--- config.mk ---
export PLATFORM = sky130hd
export DESIGN_NAME = ifu
export DESIGN_NICKNAME = d
export VERILOG_FILES = /design/src/rtl/ifu.sv
export SDC_FILE = /design/constraint.sdc
export NUM_CORES = 1
export LEC_CHECK = 0
export CAP_MARGIN = 20
export CORE_ASPECT_RATIO = 1.25
export CORE_MARGIN = 1.5
export CORE_UTILIZATION = 48
export CTS_CLUSTER_SIZE = 12
export DETAILED_ROUTE_END_ITERATION = 7
export DONT_BUFFER_PORTS = 1
export PLACE_DENSITY_LB_ADDON = 0.2
export SLEW_MARGIN = 30
export SYNTH_ARGS = -nofsm -noshare
export SYNTH_HDL_FRONTEND = slang
export SYNTH_SLANG_ARGS = --single-unit
--- constraint.sdc ---
create_clock -name clk -period 7.6 [get_ports clk]
set_clock_uncertainty 0.15 [all_clocks]
set_input_delay 1.52 -clock clk [delete_from_list [all_inputs] [get_ports clk]]
set_output_delay 1.52 -clock clk [all_outputs]
set_load 0.05 [all_outputs]
--- src/rtl/ifu.sv ---
// Instruction-fetch unit: owns the fetch PC, issues credit-limited sequential
// requests to instruction memory, buffers in-order responses together with
// their PC in a small FIFO and presents them to decode over valid/ready.
// A redirect flushes the buffer, arranges for stale in-flight responses to be
// dropped and restarts fetch at the (possibly jalr-masked) target.
module ifu #(
    parameter int              XLEN     = 32,
    parameter logic [XLEN-1:0] RESET_PC = 32'h8000_0000,
    parameter int              DEPTH    = 4
) (
    input  logic            clk,
    input  logic            rst,
    output logic            imem_req_valid,
    input  logic            imem_req_ready,
    output logic [XLEN-1:0] imem_req_addr,
    input  logic            imem_rsp_valid,
    input  logic [XLEN-1:0] imem_rsp_data,
    input  logic [1:0]      redirect_mode,
    input  logic [XLEN-1:0] redirect_target,
    output logic            inst_valid,
    input  logic            inst_ready,
    output logic [XLEN-1:0] inst_data,
    output logic [XLEN-1:0] inst_pc,
    output logic            fetch_err
);

    localparam int AW = $clog2(DEPTH);
    localparam int CW = AW + 1;
    localparam logic [CW:0] DEPTH_W = (CW+1)'(DEPTH);

    logic [XLEN-1:0] fetch_pc;
    logic [XLEN-1:0] rsp_pc;
    logic [CW-1:0]   inflight;
    logic [CW-1:0]   drop_cnt;
    logic [CW-1:0]   count;
    logic [AW-1:0]   wr_ptr;
    logic [AW-1:0]   rd_ptr;
    logic            err_q;
    logic [XLEN-1:0] fifo_pc   [DEPTH];
    logic [XLEN-1:0] fifo_inst [DEPTH];

    logic            redirect;
    logic [XLEN-1:0] eff_target;
    logic            misaligned;
    logic [CW:0]     used;
    logic            req_fire;
    logic            rsp_keep;
    logic            rsp_drop;
    logic            pop;

    // Redirect decode: jalr clears bit 0, anything left in bits 1:0 is misaligned
    assign redirect   = redirect_mode[1];
    assign eff_target = {redirect_target[XLEN-1:1], redirect_target[0] & ~redirect_mode[0]};
    assign misaligned = eff_target[1] | eff_target[0];

    // Credit: outstanding requests plus buffered entries may never exceed DEPTH,
    // so every response always has a FIFO slot waiting for it
    assign used           = {1'b0, inflight} + {1'b0, count};
    assign imem_req_valid = rst && !err_q && !redirect && (used < DEPTH_W);
    assign imem_req_addr  = fetch_pc;
    assign req_fire       = imem_req_valid && imem_req_ready;

    assign rsp_drop   = imem_rsp_valid && (drop_cnt != '0);
    assign rsp_keep   = imem_rsp_valid && (drop_cnt == '0);

    assign inst_valid = (count != '0);
    assign inst_data  = fifo_inst[rd_ptr];
    assign inst_pc    = fifo_pc[rd_ptr];
    assign pop        = inst_valid && inst_ready;
    assign fetch_err  = err_q;

    // Control state: PCs, credit counters, FIFO pointers and the sticky error
    always_ff @(posedge clk or negedge rst) begin
        if (!rst) begin
            fetch_pc <= RESET_PC;
            rsp_pc   <= RESET_PC;
            inflight <= '0;
            drop_cnt <= '0;
            count    <= '0;
            wr_ptr   <= '0;
            rd_ptr   <= '0;
            err_q    <= 1'b0;
        end else if (redirect) begin
            fetch_pc <= eff_target;
            rsp_pc   <= eff_target;
            err_q    <= misaligned;
            inflight <= inflight - CW'(imem_rsp_valid);
            drop_cnt <= inflight - CW'(imem_rsp_valid);
            count    <= '0;
            wr_ptr   <= '0;
            rd_ptr   <= '0;
        end else begin
            if (req_fire) begin
                fetch_pc <= fetch_pc + XLEN'(4);
            end
            inflight <= inflight + CW'(req_fire) - CW'(imem_rsp_valid);
            if (rsp_drop) begin
                drop_cnt <= drop_cnt - CW'(1);
            end
            if (rsp_keep) begin
                rsp_pc <= rsp_pc + XLEN'(4);
                wr_ptr <= wr_ptr + AW'(1);
            end
            if (pop) begin
                rd_ptr <= rd_ptr + AW'(1);
            end
            count <= count + CW'(rsp_keep) - CW'(pop);
        end
    end

    // FIFO payload storage; contents are only meaningful below count
    always_ff @(posedge clk) begin
        if (rsp_keep && !redirect) begin
            fifo_pc[wr_ptr]   <= rsp_pc;
            fifo_inst[wr_ptr] <= imem_rsp_data;
        end
    end

endmodule

; Yosys cells after proc, flatten, opt, wreduce, memory -nomap -nowiden
; Memory sizes are Yosys's and may differ from the RTL's.
; Index checks and enable logic that the tools add are counted.
[totals]
ramBits = 256
word_cells = 56
reg_bits = 78
mem_count = 2
output_inout_bits = 99
[classes]
reduce_logical = 17
bitwise_logic = 3
n_addsub = 11
muxes = 14
n_lt_le_gt_ge = 1
[memory_table]
columns = memory, depth, width, read_ports, rd_clocked_by_memory_dff, wr, line_no
row1 = fifo_inst, 4, 32, 1, 0, 1, 40  ; logic [XLEN-1:0] fifo_inst [DEPTH];
row2 = fifo_pc, 4, 32, 1, 0, 1, 39  ; logic [XLEN-1:0] fifo_pc [DEPTH];
[ops]
columns = operator, n
row1 = 32-bit two-way mux, 4
row2 = 32-bit by 3-bit adder with 32-bit output (second input constant), 2
row3 = 3-bit two-way mux, 4
row4 = 3-bit by 1-bit subtractor with 3-bit output, 3
row5 = 1-bit logical AND, 8
row6 = 2-bit two-way mux, 4
row7 = 2-bit nonzero test, 4
row8 = 3-bit by 1-bit adder with 3-bit output, 2
row9 = 3-bit nonzero test, 2
row10 = 2-bit by 1-bit adder with 2-bit output (second input constant), 2
row11 = 3-bit by 3-bit adder with 4-bit output, 1
row12 = 4-bit by 3-bit less-than comparator with 1-bit output (second input constant), 1
row13 = 3-bit logical NOT, 1
row14 = 3-bit by 1-bit subtractor with 3-bit output (second input constant), 1
row15 = 1-bit logical NOT, 2
row16 = 1-bit two-way mux, 2
row17 = 1-bit bitwise AND, 1
row18 = 1-bit inverter, 1
row19 = 1-bit OR, 1

; Logic depth before layout (Yosys ltp)
[depth]
ltp_word = 8
depth_mapped = 14

; Worst setup path after synthesis
; OpenSTA, ideal clock, no wires.
[synth_timing]
path_type = input to register
start = in redirect_mode[1]
end = reg inflight[2]
setup_slack_ps = 3407
cell_stages = 14
arrival_ps = 3964
cell_sequence = buf_6 > nor4_2 > and4_1 > buf_4 > inv_2 > clkbuf_1 > buf_1 > ha_1 > inv_1 > ha_1 > fa_1 > xor2_1 > o21ai_0 > xor2_1
[synth_via]
elab_chain_cells = 7
[synth_rtl]
columns = item, line_no
row1 = start: declaration, 18  ; input logic [1:0] redirect_mode,
row2 = 1-bit logical NOT, 59  ; assign imem_req_valid = rst && !err_q && !redirect && (used < DEPTH_W);
row3 = 1-bit logical AND (2 in series), 59
row4 = 1-bit logical AND, 61  ; assign req_fire = imem_req_valid && imem_req_ready;
row5 = 3-bit by 1-bit adder with 3-bit output, 96  ; inflight <= inflight + CW'(req_fire) - CW'(imem_rsp_valid);
row6 = 3-bit by 1-bit subtractor with 3-bit output, 96
row7 = 3-bit two-way mux (*), 83  ; end else if (redirect) begin
row8 = end signal: assignment, 87  ; inflight <= inflight - CW'(imem_rsp_valid);
row9 = end signal: assignment, 96
row10 = end: declaration, 33  ; logic [CW-1:0] inflight;
; Every way passes the cells marked *; elsewhere a longest branch is shown, timed or not.
; A chain may end at the register's enable or synchronous reset.

; Worst setup path in the final report
[layout_timing]
start = reg rd_ptr[0]
end = out inst_pc[20]
[layout_via]
elab_chain_cells = 1
[layout_rtl]
columns = item, line_no
row1 = start: declaration, 37  ; logic [AW-1:0] rd_ptr;
row2 = start signal: assignment, 105  ; rd_ptr <= rd_ptr + AW'(1);
row3 = memory read 4 x 32 bit, --
row4 = end: declaration, 23  ; output logic [XLEN-1:0] inst_pc,
; No other way between the ends.

==> impl_metrics.tcl <==
set metrics [dict create \
    finalMaxSlewViolations 0 \
    synth_top_family_by_area "multiplexers" \
    drt_pass1_iterations 4 \
    cp-start-kind "flop" \
    diodes 0 \
    synth_mux_area_frac 0.111 \
    hold_buffers 0 \
    pwr-share-seq 0.470 \
    synth-adder-area-share 0.0177 \
    drv_cap 0 \
    async_flop_share 0.234 \
    grt_pass1_wl_mm 42.7 \
    yosysWarningCount 0 \
    vias_per_cell 5.97 \
    worstMarginPinSlew_ns 0.867 \
    dieWidth_um 154 \
    gr-total-overflow 0 \
    rsz0062_at_grt "no" \
    synthesis.area_um2 13600 \
    fmax_mhz 236 \
    syn_nets 908 \
    end_kind "primary output" \
    cellPowerDensity_nw_per_um2 319 \
    ys_seq_area_frac 0.709 \
    wl_per_cell_um 22.8 \
    synth.distinct_cells 48 \
    slew_headroom 0.421 \
    cts_setup_buffers 0 \
    totalWireLength_mm 27.2 \
    required_ns 5.93 \
    cts_tree "built" \
    leakage_nw 4.99 \
    gr-usage-all-layers 0.189 \
    power_frac_comb 0.208 \
    p_total_mw 4.81 \
    hold_violations 0 \
    synth-seq-cells 334 \
    cts_root_buf "clkbuf_16" \
    clock-sinks 334 \
    synth_edf_count 256 \
    avgSynthCellArea_um2 16.6 \
    htreeDepth 2 \
    setup_viol 0 \
    antenna_found_initial 0 \
    netSwitchingFraction 0.317 \
    crit_type "reg -> out" \
    hold_path.class "reg -> reg" \
    clk_latency_ns 0.51 \
    drc 0 \
    nets 919 \
    cts_buffer_depth 3 \
    cts_buffers 35 \
    status "finished, final reports clean" \
    ant_nets 0 \
    path_max_fanout 51 \
    regArea_um2 9650 \
    cts.repair.resized 0 \
    synth-compound-area-share 0.0410 \
    rows 68 \
    yosys.area_share.simple 0.0774 \
    design_area_um2 15100 \
    power_switching_mw 1.53 \
    period_minus_slack_ns 4.24 \
    tns_ns 0 \
    multi_input_area_um2 3740 \
    die_area_um2 29400 \
    area_growth_pct 10.8 \
    internal-power_mw 3.28 \
    vias 7148 \
    initial_core_util 0.491 \
    irDropWorstVdd_uv 143 \
    fp.dieH_um 191 \
    grt_pass1_vias 7580 \
    clk_pin_slew_ns 0.06 \
    placed_cell_area_um2 14000 \
    place_hpwl_mm 17.0 \
    drt-initial-drc-count 390 \
    finalCritPeriodShare 0.558 \
    worstPathArrival_ns 2.57 \
    grt_max_degree 82 \
    n_fill_cell 2207 \
    drive_above_1_share 0.165 \
    gp_congestion 0.863 \
    portBuffers 0 \
    core_region_area_um2 27700 \
    ys.flop_type "edfxtp_1" \
    pin_count 170 \
    yosys.area_share.xor_xnor 0.0264 \
    clockPowerShare 0.322 \
    postSynthCellCount 819 \
]
power by group through the flow:
stage	registers, mW	clock network, mW	logic (mW)
after CTS	2.26	1.59	1.02
after global routing	2.28	1.66	1.07
after global placement	2.29	0	0.998
after floorplan	2.24	0	0.919
after detailed placement	2.30	0	1.01
final	2.26	1.55	1.00
metrics by stage:
step	utilization	std cells	hold slack [ns]	setup slack [ns]
after floorplan	-	819	0.326	3.41
after global placement	0.503	1140	0.371	3.02
after detailed placement	0.503	1140	0.395	2.90
after CTS	0.541	1194	0.407	3.26
after global routing	0.544	1197	0.429	3.16
final	0.544	1197	0.398	3.36
layout make-up:
class | instances | area share
flip-flops and latches | 334 | 0.640
multi-input cells | 424 | 0.248
clock buffers | 46 | 0.0629
well taps | 350 | 0.0290
repair buffers | 8 | 0.00846
inverters | 27 | 0.00672
clock inverters | 8 | 0.00523
layer usage:
metal / GRT usage / wire length, µm / up-vias
li1: - / - / 3218
met1: 0.240 / 11400 / 3649
met2: 0.322 / 13500 / 248
met3: 0.0496 / 1890 / 33
met4: 0.0541 / 436 / 0
met5: 0 / 0 / -
kinds of logic (layout without fill, tap and decap cells):
| logic type | count (synthesis) | count (layout) |
|---|---|---|
| AO/OA/AOI/OAI | 94 | 94 |
| buffers and inverters | 61 | 89 |
| AND/OR/NAND/NOR | 201 | 201 |
| multiplexers | 70 | 70 |
| XOR/XNOR | 41 | 41 |
| adder cells (fa/ha/maj) | 18 | 18 |
| flip-flops | 334 | 334 |
worst max-delay path: stages, from the launching register on:
cell and delay [ns]:
dfrtp_4 0.62, buf_6 0.63, mux4_2 0.77
cell usage in the layout (no fill, tap or decap), types with 5 or more instances in the layout:
cell,count
a21oi_1,11
edfxtp_1,256
inv_1,25
and3_1,6
mux2_2,5
nand4_1,29
clkbuf_1,9
nor4_1,5
or3_1,7
o21ai_0,49
nand2_1,58
o311ai_0,7
o211ai_1,16
nor2_1,28
ha_1,16
nand3_1,28
xor2_1,20
a31oi_1,8
xnor2_1,21
clkbuf_16,36
nor3_1,8
and2_1,5
mux4_2,64
dfrtp_1,74
final timing paths:
kind,start,to,slack [ns],depth (start not counted)
max reg2reg,fetch_err,inflight[2],3.77,10
max in group asynchronous,rst,rsp_pc[31],6.52,0
min in group asynchronous,rst,drop_cnt[2],0.55,0
max,rd_ptr[0],inst_pc[20],3.36,2
min reg2reg,inflight[2],inflight[2],0.40,1
min,inflight[2],inflight[2],0.40,1
state kept, by name, summed over array words and instances (netlist names):
name	cells
rd_ptr	2
wr_ptr	2
rsp_pc	32
fetch_err	1
count	3
imem_req_addr	32
fifo_inst	128
inflight	3
fifo_pc	128
drop_cnt	3
cell usage after synthesis (6+ instances only):
| cell type | count | area [µm²] |
|---|---|---|
| a21oi_1 | 11 | 55.1 |
| a31oi_1 | 8 | 50.1 |
| and3_1 | 10 | 62.6 |
| buf_1 | 6 | 22.5 |
| clkbuf_1 | 22 | 82.6 |
| dfrtp_1 | 76 | 1900 |
| edfxtp_1 | 256 | 7690 |
| ha_1 | 16 | 200 |
| inv_1 | 25 | 93.8 |
| mux4_2 | 64 | 1440 |
| nand2_1 | 58 | 218 |
| nand3_1 | 28 | 140 |
| nand4_1 | 29 | 181 |
| nor2_1 | 29 | 109 |
| nor3_1 | 8 | 40.0 |
| o211ai_1 | 16 | 120 |
| o21ai_0 | 49 | 245 |
| o311ai_0 | 7 | 61.3 |
| or3_1 | 7 | 43.8 |
| xnor2_1 | 21 | 184 |
| xor2_1 | 20 | 175 |
Note: power is estimated with default switching activity, not from simulation.
